`src/rtl/sr32_loader.sv`:
```
// sr32_loader
//   Loads a parallel word into the serial shift register (sr32) that drives
//   the divider ratio outputs. A word is accepted over a valid/ready
//   handshake. The register is then cleared and the word is shifted in MSB
//   first. After that the register outputs are re-enabled.
//
// Ports
//   sys_clock, sys_reset_n  clock shared with sr32, async active-low reset
//   load_valid, load_word   load request and word (captured on accept)
//   load_ready              high in IDLE; a load is accepted on valid & ready
//   abort                   cancels a load while it is in CLEAR or SHIFT
//   busy, done, loaded      sequencer status
//   sr_data, sr_enable, sr_reset, sr_output_enable
//                           drive sr32 serdata / serdata_enable /
//                           serdata_reset / output_enable
//
// Every output is decoded from registered state, so no input reaches an
// output combinationally.
module sr32_loader #(
  parameter int unsigned WIDTH         = 32,
  parameter bit          BLANK_ON_LOAD = 1'b1
) (
  input  logic             sys_clock,
  input  logic             sys_reset_n,
  input  logic             load_valid,
  input  logic [WIDTH-1:0] load_word,
  output logic             load_ready,
  input  logic             abort,
  output logic             busy,
  output logic             done,
  output logic             loaded,
  output logic             sr_data,
  output logic             sr_enable,
  output logic             sr_reset,
  output logic             sr_output_enable
);

  localparam int unsigned   CW   = $clog2(WIDTH);
  localparam logic [CW-1:0] LAST = CW'(WIDTH - 1);

  typedef enum logic [1:0] {
    IDLE,
    CLEAR,
    SHIFT,
    COMMIT
  } state_t;

  state_t           state_q;
  logic [CW-1:0]    cnt_q;
  logic [WIDTH-1:0] shadow_q;
  logic             loaded_q;

  always_ff @(posedge sys_clock or negedge sys_reset_n) begin
    if (!sys_reset_n) begin
      state_q  <= IDLE;
      cnt_q    <= '0;
      shadow_q <= '0;
      loaded_q <= 1'b0;
    end else begin
      case (state_q)
        IDLE: begin
          // abort is ignored here; a pending request is still accepted
          if (load_valid) begin
            shadow_q <= load_word;
            state_q  <= CLEAR;
          end
        end
        CLEAR: begin
          if (abort) begin
            state_q  <= IDLE;
            loaded_q <= 1'b0;
          end else begin
            state_q <= SHIFT;
            cnt_q   <= '0;
          end
        end
        SHIFT: begin
          if (abort) begin
            state_q  <= IDLE;
            loaded_q <= 1'b0;
          end else if (cnt_q == LAST) begin
            // loaded is set on entry to COMMIT so that it is already high
            // during the COMMIT cycle, together with done
            state_q  <= COMMIT;
            loaded_q <= 1'b1;
          end else begin
            cnt_q <= cnt_q + 1'b1;
          end
        end
        COMMIT: begin
          state_q <= IDLE;
        end
        default: begin
          state_q <= IDLE;
        end
      endcase
    end
  end

  assign load_ready = (state_q == IDLE);
  assign busy       = (state_q != IDLE);
  assign done       = (state_q == COMMIT);
  assign loaded     = loaded_q;
  assign sr_reset   = (state_q == CLEAR);
  assign sr_enable  = (state_q == SHIFT);
  assign sr_data    = (state_q == SHIFT) ? shadow_q[LAST - cnt_q] : 1'b0;

  // With blanking on, the outputs are hidden while the register is partially
  // filled. They come back in the COMMIT cycle.
  assign sr_output_enable = loaded_q &
                            (BLANK_ON_LOAD ? ((state_q == IDLE) || (state_q == COMMIT))
                                           : 1'b1);

endmodule

```
`config.mk`:
```
export PLATFORM = sky130hd
export DESIGN_NAME = sr32_loader
export DESIGN_NICKNAME = d
export VERILOG_FILES = /design/src/rtl/sr32_loader.sv
export SDC_FILE = /design/constraint.sdc
export NUM_CORES = 1
export LEC_CHECK = 0
export ABC_AREA = 0
export BUFFER_PORTS_ARGS = -buffer_cell sky130_fd_sc_hd__buf_4
export CORE_ASPECT_RATIO = 1.75
export CORE_UTILIZATION = 55
export DETAILED_ROUTE_END_ITERATION = 10
export PLACE_DENSITY = 0.79
export SLEW_MARGIN = 30
export SYNTH_ARGS = -nofsm -noshare
export SYNTH_HDL_FRONTEND = slang
export SYNTH_SLANG_ARGS = --single-unit
```
`constraint.sdc`:
```
create_clock -name sys_clock -period 3 [get_ports sys_clock]
set_input_delay 0 -clock sys_clock [delete_from_list [all_inputs] [get_ports sys_clock]]
set_output_delay 0 -clock sys_clock [all_outputs]
set_load 0.05 [all_outputs]
```
* Yosys cells after proc, flatten, opt, wreduce, memory -nomap -nowiden
Index checks and enable logic that the tools add are counted.
Storage, ports and cells: bits in read-only memories 0, logic and storage cells 42, register bits after elaboration 40, bits in latches 0, bits in writable memories 0, bits of input ports 36, output and inout bits 8, memories 0
Cells by class: divide/modulo/power cells 0, $add $sub $neg 2, shifts and indexed selects 0, muxes and demuxes 16, multiply operators 0, eq/ne operators 10, reductions and logical operators 8, $lt $le $gt $ge 1, bitwise logic cells 1
Operators with widths (number):
- $mux 5 | 3
- $ne 2x2->1 const B | 5
- $pmux 5 s2 | 1
- $mux 2 | 4
- $pmux 2 s4 | 1
- $lt 5x6->1 const B | 1
- $add 5x1->5 const B | 1
- $bmux 1 s5 | 1
- $eq 5x5->1 const B | 1
- $mux 1 | 5
- $sub 5x5->5 const A | 1
- $eq 2x2->1 const B | 2
- $reduce_and 2->1 | 2
- $reduce_and 4->1 | 1
- $reduce_bool 2->1 | 2
- $ne 3x2->1 const B | 1
- $reduce_and 3->1 | 1
- $eq 2x1->1 const B | 1
- $logic_not 2->1 | 1
- $pmux 1 s2 | 1
- $and 1x1->1 | 1
- $logic_or 1x1->1 | 1

* Longest topological paths before layout
depth in word-level cells 4, mapped depth 7, mapped depth without buffers 7

* Least setup slack after synthesis
OpenSTA, ideal clock, no wires.
path kind reg-to-output, start reg state_q[0], end out sr_data, setup slack 0.516 ns, data arrival time 2.484 ns, data required time 3.000 ns, buffers on the path 1, cell stages (with the launch flop) 5, cell sequence dfrtp_1 > inv_1 > ha_1 > clkbuf_1 > nor3b_1
On the way: longest elaborated chain between the ends 2
Ends and longest elaborated chain:
- from (decl) | RTL line 48 | state_t state_q;
- from (signal assigned) | RTL line 55 | state_q <= IDLE;
- from (signal assigned) | RTL line 65 | state_q <= CLEAR;
- from (signal assigned) | RTL line 70 | state_q <= IDLE;
- $eq 2x2->1
- net sr_enable | RTL line 33 | output logic sr_enable,
- $mux 1 | RTL line 106 | assign sr_data = (state_q == SHIFT) ? shadow_q[LAST - cnt_q] : 1'b0;
- to (decl) | RTL line 32 | output logic sr_data,
The timed path passes the listed nets, and every way through them passes these cells.

* Final worst setup path
start reg cnt_q[1], end out sr_data
On the way: longest elaborated chain between the ends 4
Ends and longest elaborated chain:
- from (decl) | RTL line 49 | logic [CW-1:0] cnt_q;
- from (signal assigned) | RTL line 87 | cnt_q <= cnt_q + 1'b1;
- $sub 5x5->5 | RTL line 106
- $bmux 1 s5 | RTL line 106
- $mux 1 (implied by the code) | RTL line 106
- $mux 1 | RTL line 106
Every way passes these cells. The select of a mux whose other input is x is not followed.

==> flow_metrics.py <==
metrics = {
    "floorplan": {
        "io_pins": 44,
        "rows": 28,
        "core_area_um2": 3400,
        "design.die.area_um2": 3830,
        "die_y_um": 81.2,
        "initial_utilization_pct": 58.0,
        "fp.dieW_um": 47.2,
    },
    "synth": {
        "yosys-top-cells-area": "dfrtp_1 (51%), mux2_2 (19%), mux4_1 (9.3%)",
        "synth.ff_latch_count": 40,
        "synth_top_area_share_pct": 50.8,
        "synth_seq_area_share_pct": 50.8,
        "synth_area_um2": 1970,
        "synthTopCellsByCount": "dfrtp_1 (40), mux2_2 (33), mux4_1 (7), a22o_1 (6), ha_1 (6)",
        "ys_types": 30,
        "synth.largest_area_cell": "dfrtp_1",
        "synth_nets": 177,
        "syn-mean-instance-area_um2": 14.6,
        "synth_flop_cell": "dfrtp_1",
        "yosysMostFrequentCell": "dfrtp_1",
        "synthCells": 135,
        "synth_edf_count": 0,
        "async_flop_share_pct": 100,
        "yosysWarnings": 0,
    },
    "worst_setup_path": {
        "critPathCaptureType": "primary output",
        "regToRegEndpoint": "cnt_q[0]",
        "cp_max_fo": 12,
        "crit_path_end": "sr_data",
        "crit_start": "cnt_q[1]",
        "reg2reg_depth": 6,
        "critPathArrivalTime_ns": 2.47,
        "crit_required_ns": 3.00,
        "crit_type": "reg2out",
        "crit_path_start_kind": "register",
        "r2r_slack_ns": 0.80,
        "worst_r2r_startpoint": "cnt_q[0]",
    },
    "clocking": {
        "htree_levels": 2,
        "clkTransAtPathRegs_ns": 0.07,
        "cts_buffer_depth": 2,
        "clock_latency_ns": 0.30,
        "clock_sinks": 40,
        "cts_inserted_buffers": 5,
        "cts_root_buffer": "clkbuf_8",
        "cts_tree": "built",
        "cts_setup_buffers": 0,
    },
    "place": {
        "post-place-cells": 216,
        "io_buffers": 43,
        "dp.final_hpwl_um": 2950,
        "gp_congestion": 0.765,
    },
    "final_layout": {
        "fillers": 178,
        "fin_cells": 259,
        "drive_above_1_share_pct": 41.8,
        "seqCellArea_um2": 1000,
        "multi_input_area_um2": 915,
        "syn_to_final_growth_pct": 42.1,
        "final_nets": 254,
    },
    "sta": {
        "period_needed_ns": 2.47,
        "setup_viol": 0,
        "tns_ns": 0,
        "tightest_slew_ns": 0.640,
        "max_slew_margin_pct": 57.2,
        "finalCritPeriodShare_pct": 82.2,
        "drv_slew": 0,
        "fmax_mhz": 405,
        "fin_skew_ns": 0.00552,
        "finalHoldViolCount": 0,
        "rsz0062_at_grt": "no",
    },
    "grt": {
        "grt_use_total_pct": 27.7,
        "grt_max_degree": 41,
        "grt_overflow_total": 0,
        "grt_pass1_wl_um": 7150,
        "first_global_vias": 1524,
        "antenna_found_initial": 0,
    },
    "pwr": {
        "power_density_nw_per_um2": 920,
        "ir_worst_vdd_mv": 0.689,
        "p_leak_nw": 1.27,
    },
    "run_status": {
        "status": "finished clean",
    },
    "drt": {
        "first_pass_iters": 4,
        "drtIter0Drc": 35,
        "ant_nets": 0,
        "wire_per_inst_um": 17.9,
        "vias": 1456,
        "drc_errors": 0,
        "vias_per_cell": 5.62,
        "wl_um": 4640,
    },
    "job": {
        "maxCapViolations": 0,
    },
    "hold_path": {
        "hold_class": "in2reg",
        "whs_path_depth": 4,
    },
}
## critical path: stages (launching register included)
cell and delay (ns):
dfrtp_1 0.60, mux4_1 0.60, mux2_4 0.28, a2111oi_1 0.40
nor3b_1 0.09, buf_4 0.20
## cells in the final DEF, fill, tap and decap left out, types with 3 or more instances in the layout
cell type	instances
mux2_2	33
inv_1	4
clkbuf_8	7
dlygate4sd3_1	34
nand2_1	4
dfrtp_1	40
buf_4	43
ha_1	6
nor2_1	3
mux4_1	7
a22o_1	6
o21ai_0	3
## where the power goes
group          total, mW  switching, mW  internal (mW)
registers          0.980          0.188          0.791
logic               1.12          0.517          0.600
clock network      0.477          0.184          0.293
## cells by family (layout without fill, tap and decap cells)
logic type	count (synthesis)	in the layout	share of synthesized area, %
AOI/OAI and AO/OA	16	16	6.04
adders and majority gates	6	6	3.81
buffers and inverters	12	90	2.73
DFF	40	40	50.8
muxes	44	44	31.8
other	0	1	0
and+or+nand+nor	17	17	4.83
## worst min-delay path by stage
stage | startpoint | to | slack [ns]
detailed placement | sys_reset_n | shadow_q[24] | -0.002
floorplan | sys_reset_n | cnt_q[0] | -0.30
CTS | load_valid | state_q[0] | 0.13
global route | load_valid | state_q[0] | 0.17
global placement | sys_reset_n | shadow_q[24] | -0.01
finish | load_valid | state_q[0] | 0.14
## metal layers
| metal | track usage, % | wire length [µm] |
|---|---|---|
| met5 | 0 | 0 |
| met3 | 8.22 | 191 |
| met1 | 29.1 | 1630 |
| met2 | 47.8 | 2660 |
| met4 | 12.9 | 148 |
## area by class of cell
cell class	count	area share, %
Sequential cell	40	35.8
Multi-Input combinational cell	83	32.7
Timing Repair Buffer	78	24.4
Clock buffer	7	3.44
Tap cell	45	2.01
Clock inverter	1	1.07
Inverter	4	0.536
Antenna cell	1	0.0894
## flip-flops by register name, summed over array words and instances (netlist names)
signal and count:
cnt_q 5, loaded 1, shadow_q 32, state_q 2
## through the flow
| step | area [µm²] | util [%] | hold WS (ns) | total power [mW] | setup WS (ns) |
|---|---|---|---|---|---|
| after floorplan | 1970 | - | -0.296 | 1.75 | 0.516 |
| after global placement | 2330 | 68.6 | -0.0108 | 1.99 | 0.882 |
| after detailed placement | 2330 | 68.6 | -0.00180 | 2.05 | 0.852 |
| after CTS | 2800 | 82.3 | 0.135 | 2.57 | 0.533 |
| after global routing | 2800 | 82.3 | 0.168 | 2.71 | 0.413 |
| final | 2800 | 82.4 | 0.137 | 2.57 | 0.533 |
## repair_timing
action | 4_1_cts | 5_1_grt
endpoints found under the hold margin | 74 | 0
gates resized for setup | 0 | 0
setup endpoints to repair | 0 | 0
hold buffers | 34 | 0
No activity file was read; power rests on OpenSTA's default activity.
